==> src/rtl/cv32e40s_rvfi_instr_obi.sv <==
// Pairs instruction OBI address phases with their responses and queues the records for RVFI.
// Latency: rvalid in cycle N gives rec_valid_o in cycle N+1. The bus is never stalled; a full queue drops the push and raises err_overflow_o.
package cv32e40s_rvfi_obi_pkg;
    typedef struct packed {
        logic [31:0] addr;
        logic [2:0]  prot;
        logic        dbg;
    } obi_inst_req_t;

    typedef struct packed {
        logic [31:0] rdata;
        logic        err;
    } inst_resp_t;

    typedef struct packed {
        obi_inst_req_t req_payload;
        inst_resp_t    resp_payload;
        logic          pmp_err;
    } rvfi_obi_instr_t;
endpackage

module cv32e40s_rvfi_instr_obi
    import cv32e40s_rvfi_obi_pkg::*;
#(
    parameter int A_DEPTH = 2,
    parameter int R_DEPTH = 4
) (
    input  logic                         clk,
    input  logic                         rst_n,
    input  logic                         obi_req_i,
    input  logic                         obi_gnt_i,
    input  obi_inst_req_t                obi_req_payload_i,
    input  logic                         pmp_err_i,
    input  logic                         obi_rvalid_i,
    input  inst_resp_t                   obi_resp_payload_i,
    output logic                         rec_valid_o,
    input  logic                         rec_ready_i,
    output rvfi_obi_instr_t              rec_o,
    output logic [$clog2(A_DEPTH+1)-1:0] outstanding_o,
    output logic                         err_overflow_o,
    output logic                         err_orphan_o
);
    localparam int ACW = $clog2(A_DEPTH+1);
    localparam int RCW = $clog2(R_DEPTH+1);
    localparam int AAW = (A_DEPTH > 1) ? $clog2(A_DEPTH) : 1;
    localparam int RAW = (R_DEPTH > 1) ? $clog2(R_DEPTH) : 1;

    obi_inst_req_t   a_req_q [A_DEPTH];
    logic            a_pmp_q [A_DEPTH];
    logic [AAW-1:0]  a_wr_q, a_wr_d, a_rd_q, a_rd_d;
    logic [ACW-1:0]  a_cnt_q, a_cnt_d;

    rvfi_obi_instr_t r_mem_q [R_DEPTH];
    logic [RAW-1:0]  r_wr_q, r_wr_d, r_rd_q, r_rd_d;
    logic [RCW-1:0]  r_cnt_q, r_cnt_d;

    logic            err_overflow_q, err_overflow_d;
    logic            err_orphan_q, err_orphan_d;

    logic a_push_req, a_full, a_push, a_pop;
    logic r_vld, r_full, r_push, r_pop;
    rvfi_obi_instr_t r_new;

    assign a_push_req = obi_req_i & obi_gnt_i;
    assign a_full     = (a_cnt_q == ACW'(A_DEPTH));
    assign a_pop      = obi_rvalid_i & (a_cnt_q != '0);
    // A full queue still accepts a push when the head leaves in the same cycle.
    assign a_push     = a_push_req & (~a_full | a_pop);

    assign r_vld  = (r_cnt_q != '0);
    assign r_full = (r_cnt_q == RCW'(R_DEPTH));
    assign r_pop  = r_vld & rec_ready_i;
    assign r_push = a_pop & (~r_full | r_pop);

    assign r_new = '{req_payload:  a_req_q[a_rd_q],
                     resp_payload: obi_resp_payload_i,
                     pmp_err:      a_pmp_q[a_rd_q]};

    always_comb begin
        a_wr_d  = a_wr_q;
        a_rd_d  = a_rd_q;
        r_wr_d  = r_wr_q;
        r_rd_d  = r_rd_q;
        if (a_push) a_wr_d = (a_wr_q == AAW'(A_DEPTH-1)) ? '0 : a_wr_q + 1'b1;
        if (a_pop)  a_rd_d = (a_rd_q == AAW'(A_DEPTH-1)) ? '0 : a_rd_q + 1'b1;
        if (r_push) r_wr_d = (r_wr_q == RAW'(R_DEPTH-1)) ? '0 : r_wr_q + 1'b1;
        if (r_pop)  r_rd_d = (r_rd_q == RAW'(R_DEPTH-1)) ? '0 : r_rd_q + 1'b1;
        a_cnt_d = a_cnt_q + ACW'(a_push) - ACW'(a_pop);
        r_cnt_d = r_cnt_q + RCW'(r_push) - RCW'(r_pop);
        err_overflow_d = err_overflow_q
                       | (a_push_req & a_full & ~a_pop)
                       | (a_pop & r_full & ~r_pop);
        err_orphan_d   = err_orphan_q | (obi_rvalid_i & (a_cnt_q == '0));
    end

    always_ff @(posedge clk or negedge rst_n) begin
        if (!rst_n) begin
            a_wr_q         <= '0;
            a_rd_q         <= '0;
            a_cnt_q        <= '0;
            r_wr_q         <= '0;
            r_rd_q         <= '0;
            r_cnt_q        <= '0;
            err_overflow_q <= 1'b0;
            err_orphan_q   <= 1'b0;
        end else begin
            a_wr_q         <= a_wr_d;
            a_rd_q         <= a_rd_d;
            a_cnt_q        <= a_cnt_d;
            r_wr_q         <= r_wr_d;
            r_rd_q         <= r_rd_d;
            r_cnt_q        <= r_cnt_d;
            err_overflow_q <= err_overflow_d;
            err_orphan_q   <= err_orphan_d;
        end
    end

    always_ff @(posedge clk or negedge rst_n) begin
        if (!rst_n) begin
            for (int i = 0; i < A_DEPTH; i++) begin
                a_req_q[i] <= '0;
                a_pmp_q[i] <= 1'b0;
            end
            for (int i = 0; i < R_DEPTH; i++) r_mem_q[i] <= '0;
        end else begin
            if (a_push) begin
                a_req_q[a_wr_q] <= obi_req_payload_i;
                a_pmp_q[a_wr_q] <= pmp_err_i;
            end
            if (r_push) r_mem_q[r_wr_q] <= r_new;
        end
    end

    assign rec_valid_o    = r_vld;
    assign rec_o          = r_vld ? r_mem_q[r_rd_q] : '0;
    assign outstanding_o  = a_cnt_q;
    assign err_overflow_o = err_overflow_q;
    assign err_orphan_o   = err_orphan_q;
endmodule

==> config.mk <==
export PLATFORM = sky130hd
export DESIGN_NAME = cv32e40s_rvfi_instr_obi
export DESIGN_NICKNAME = d
export VERILOG_FILES = /design/src/rtl/cv32e40s_rvfi_instr_obi.sv
export SDC_FILE = /design/constraint.sdc
export NUM_CORES = 1
export LEC_CHECK = 0
export ABC_AREA = 0
export CELL_PAD_IN_SITES_DETAIL_PLACEMENT = 0
export CELL_PAD_IN_SITES_GLOBAL_PLACEMENT = 1
export CORE_ASPECT_RATIO = 1.2
export CORE_MARGIN = 3
export CORE_UTILIZATION = 53
export CTS_CLUSTER_SIZE = 14
export DETAILED_ROUTE_END_ITERATION = 8
export GPL_ROUTABILITY_DRIVEN = 0
export PLACE_DENSITY_LB_ADDON = 0.1
export SETUP_SLACK_MARGIN = 0.05
export SLEW_MARGIN = 15
export SYNTH_ARGS = -nofsm -noshare
export SYNTH_HDL_FRONTEND = slang
export SYNTH_SLANG_ARGS = --single-unit
==> constraint.sdc <==
create_clock -name clk -period 6.9 [get_ports clk]
set_input_delay 1.38 -clock clk [delete_from_list [all_inputs] [get_ports clk]]
set_output_delay 1.38 -clock clk [all_outputs]
set_load 0.005 [all_outputs]
=== Word level (Yosys, flattened, before mapping) ===
Index checks and enable logic that the tools add are counted.

* Add/subtract/negate cells: 8
* Multipliers: 0
* Div/mod/pow operators: 0
* $lt $le $gt $ge: 6
* Equal/unequal tests: 4
* Shift-type cells: 0
* Muxes and demuxes: 23
* Bitwise operators: 23
* Reductions and logical operators: 5

{| class="wikitable"
|+ Operators by type and width
! operator !! number
|-
| $bwmux 280 || 1
|-
| $mux 70 || 4
|-
| $mux 36 || 4
|-
| $bmux 70 s2 || 1
|-
| $demux 70 s2 || 1
|-
| $bwmux 72 || 1
|-
| $demux 36 s1 || 1
|-
| $and 1x1->1 || 10
|-
| $eq 2x2->1 const B || 3
|-
| $ge 3x3->1 const B || 2
|-
| $mux 1 || 6
|-
| $not 2->3 || 2
|-
| $or 1x1->1 || 5
|-
| $add 2x1->2 const B || 2
|-
| $ge 2x2->1 const B || 2
|-
| $mux 2 || 2
|-
| $not 1->1 || 4
|-
| $not 1->2 || 2
|-
| $add 3x1->3 || 1
|-
| $eq 3x3->1 const B || 1
|-
| $lt 3x1->1 const B || 1
|-
| $reduce_bool 3->1 || 1
|-
| $sub 3x1->3 || 1
|-
| $add 1x1->1 const B || 2
|-
| other kinds (8) || 9
|}

* Register bits after elaboration: 367
* Latch bits: 0
* Bits in writable memories: 0
* Memory bits (read-only): 0
* Output and inout bits: 75
* Memories kept: 0

=== Logic depth before layout (Yosys ltp) ===
* Word-level depth: 6
* Gate-level depth with buffers: 10
* Depth with buffers taken out: 10

=== Least setup slack after synthesis ===
OpenSTA, ideal clock, no wires.

* Path type: input port to flip-flop
* From: input rec_ready_i
* To: register r_cnt_q[2]
* Library setup time: 0.123 ns
* Data arrival time: 3.232 ns
* Setup slack: 3.546 ns
* Stages: 10
* Buffers on the path: 1
* Cells stage by stage: or4b_1 > buf_6 > and2_1 > inv_1 > ha_1 > inv_1 > ha_1 > fa_1 > xor2_1 > xnor2_1

* Cells in the longest elaborated chain, start to end: 5

{| class="wikitable"
|+ Ends and longest elaborated chain
! item !! line !! RTL
|-
| start: declaration || 37 || <nowiki>input logic rec_ready_i,</nowiki>
|-
| $and 1x1->1 (*) || 72 || <nowiki>assign r_pop = r_vld & rec_ready_i;</nowiki>
|-
| $or 1x1->1 || 73 || <nowiki>assign r_push = a_pop & (~r_full | r_pop);</nowiki>
|-
| $and 1x1->1 || 73 ||
|-
| $add 3x1->3 || 89 || <nowiki>r_cnt_d = r_cnt_q + RCW'(r_push) - RCW'(r_pop);</nowiki>
|-
| $sub 3x1->3 (*) || 89 ||
|-
| via r_cnt_d[2] || 55 || <nowiki>logic [RCW-1:0] r_cnt_q, r_cnt_d;</nowiki>
|-
| end signal: assignment || 112 || <nowiki>r_cnt_q <= r_cnt_d;</nowiki>
|-
| end: declaration || 55 ||
|}

Mark *: on every way through the listed nets, which the timed path passes. The rest lies on a longest branch.
A chain may end at the register's enable or synchronous reset.

==> out/qor.csv <==
metric,value,unit
status,finished clean,
rsz0062_at_grt,false,
ys_async_sr_fraction,1.00,
switching_share,0.288,
routed.top_layer,met5,
slew_violations,0,
yosysSeqAreaShare,0.556,
clk_pin_slew_worst_paths,60,ps
pwr-share-seq,0.380,
worstPathArrival,3190,ps
final_nets,1238,
max_freq,0.219,GHz
area_growth,17.9,%
coreArea,30600,sq um
dp.cells,1507,
pwr_density_cell,533,nW/um^2
rr_worst_depth,4,
fin_cells,1574,
cts_made_buffers,39,
clock_latency,510,ps
grt_overflow,0,
dp_slack,2540,ps
chipHeight,199,microns
detailedRoute.firstPassIterationCount,4,
grt_pass1_vias,9804,
drt-initial-drc-count,476,
synthSimpleGateAreaFrac,0.0359,
leakage,0.00820,uW
hold_path_depth,1,
grt_pass1_wl,54000,microns
cp.required,5520,ps
ys.flop_type,dfrtp_1,
synth_edf_count,0,
synth_top_family_by_area,multiplexers,
antenna_found_initial,1,
wl_per_cell,21.1,microns
cts_setup_buffers,0,
synth_most_common_cell,dfrtp_1,
worstSetupPathType,flop to primary output,
fin_worst_skew,13.2,ps
htree_num_levels,2,
cts.sinks,367,
grtUsageTotal,0.203,
clkPwrFrac,0.206,
grt_max_degree,165,
setup_viol,0,
intPower,7400,uW
ctsHoldBuffers,0,
clock_path_buffers,3,
ys_types,27,
ios,151,
synth.cell_area,16500,sq um
synth_fp_nets,1098,
min_period,4570,ps
worst_pin_slew,1100,ps
synth_compound_area_frac,0.00204,
dp.final_hpwl,19400,microns
routed_wl,33200,microns
dr_wl_met2,16700,microns
timing.final.crit_share,0.662,
cp-start-kind,flop,
num_vias,8939,
cts.repair.resized,0,
syn_avg_cell_area,16.3,sq um
wl_met3,1130,microns
regArea,9190,sq um
syn_inst,1012,
finalSetupTns,0,ps
die_w,167,microns
synth_adder_area_share,0.00802,
synth_mux_area_frac,0.363,
multiInputGateArea,6830,sq um
min_path_type,flop to flop,
hold_viol_final,0,
ys_warn_count,0,
cts_root_buf,clkbuf_16,
cts_tree,yes,
io_buffers,150,
die_area,33400,sq um
rows,70,
synth_top_cell_by_area,dfrtp_1,
relSlewSlack,0.268,
fin_ws,2330,ps
viasPerCell,5.68,
yosys_register_bits,367,
cp_max_fo,37,
ir_drop,309,uV
p_sw,2990,uW
synthTopCellsByArea,"dfrtp_1 (56%), mux2_2 (24%), mux4_2 (9.5%)",
netlist.area_leader.share,0.556,
drv_cap,0,
ys_top_cells_by_count,"dfrtp_1 (367), mux2_2 (354), and2_1 (72)",
fill_cells,2283,
endpoint_kind,primary output,
drc_errors,0,
drive_gt1_frac,0.430,
drtAntennaViolNets,0,
yosys.area_share.xor_xnor,0.00318,
share_comb_of_total_power,0.413,
met1_length,14900,microns
start_util,0.541,
[flip-flops by register name, summed over array words and instances, names as in the netlist, 2 cells and up]
signal         flops
r_mem_q          280
a_req_q           72
a_pmp_q            2
r_wr_q             2
outstanding_o      2
r_rd_q             2
r_cnt_q            3
[routing by layer]
layer  vias to the layer above  GRT usage
met5                         -          0
li1                       3959          -
met1                      4804      0.282
met4                         2     0.0415
met2                       133      0.346
met3                        41     0.0313
[placed cells by master, fill, tap and decap left out, types with 2 or more instances in the layout]
cell             netlist  routed
dfrtp_1              367     364
nand3_4                4       4
mux2_2               354     354
clkinv_2               0       6
ha_1                   9       9
clkdlybuf4s50_1        0     149
nor2_1                 3       3
clkbuf_8               0       3
buf_4                  0      12
bufinv_16              0       6
clkbuf_16              0      41
xnor2_1                5       5
mux2_1                39      39
mux4_2                70      70
inv_1                  7       7
dfrtp_4                0       2
clkbuf_1              21      10
o21ai_0                4       4
and2_1                72      72
nand3_1                2       2
[worst max-delay path, cell delays in order (launching register included)]
cell and delay [ps]:
dfrtp_4 950, buf_4 500, mux4_2 560, and2_1 190
clkdlybuf4s50_1 450
[through the flow]
stage                      util  hold slack (ps)  cell area, sq um  power, uW
final                     0.637              463             19500      10400
after global routing      0.637              500             19500      11100
after CTS                 0.637              469             19500      10500
after detailed placement  0.594              456             18200       8340
after global placement    0.594              454             18200       8240
after floorplan               -              451             16500       6690
[power by group through the flow]
| stage | combinational, uW | sequential [uW] | clock, uW |
|---|---|---|---|
| final | 4300 | 3950 | 2150 |
| after global routing | 4680 | 4100 | 2300 |
| after CTS | 4380 | 3960 | 2200 |
| after detailed placement | 4350 | 3990 | 0 |
| after global placement | 4290 | 3940 | 0 |
| after floorplan | 3070 | 3610 | 0 |
[final timing paths]
| kind | slack, ps | end | from |
|---|---|---|---|
| max in group asynchronous | 4480 | r_rd_q[1] | rst_n |
| min in group asynchronous | 890 | r_mem_q[57] | rst_n |
| worst min register to register | 460 | err_orphan_o | err_orphan_o |
| worst min-delay path | 460 | err_orphan_o | err_orphan_o |
| worst max-delay path | 2330 | rec_o[38] | r_rd_q[0] |
| worst max register to register | 3930 | r_mem_q[110] | r_cnt_q[1] |
[logic make-up (layout without fill, tap and decap cells)]
family | after synthesis | after routing
mux | 463 | 463
other cells | 0 | 1
buf+inv | 72 | 237
simple gates | 88 | 88
fa+ha+maj | 10 | 10
flops | 367 | 367
xor+xnor | 6 | 6
compound gates | 6 | 6
[final cells by class]
class,count,share of cell area
tap,396,0.0254
multi-input combinational,573,0.351
antenna,1,0.000128
clock buffer,54,0.0567
sequential,367,0.472
timing repair buffer,163,0.0830
clock inverter,12,0.0108
inverter,8,0.00154
Note: power is estimated with default switching activity, not from simulation.
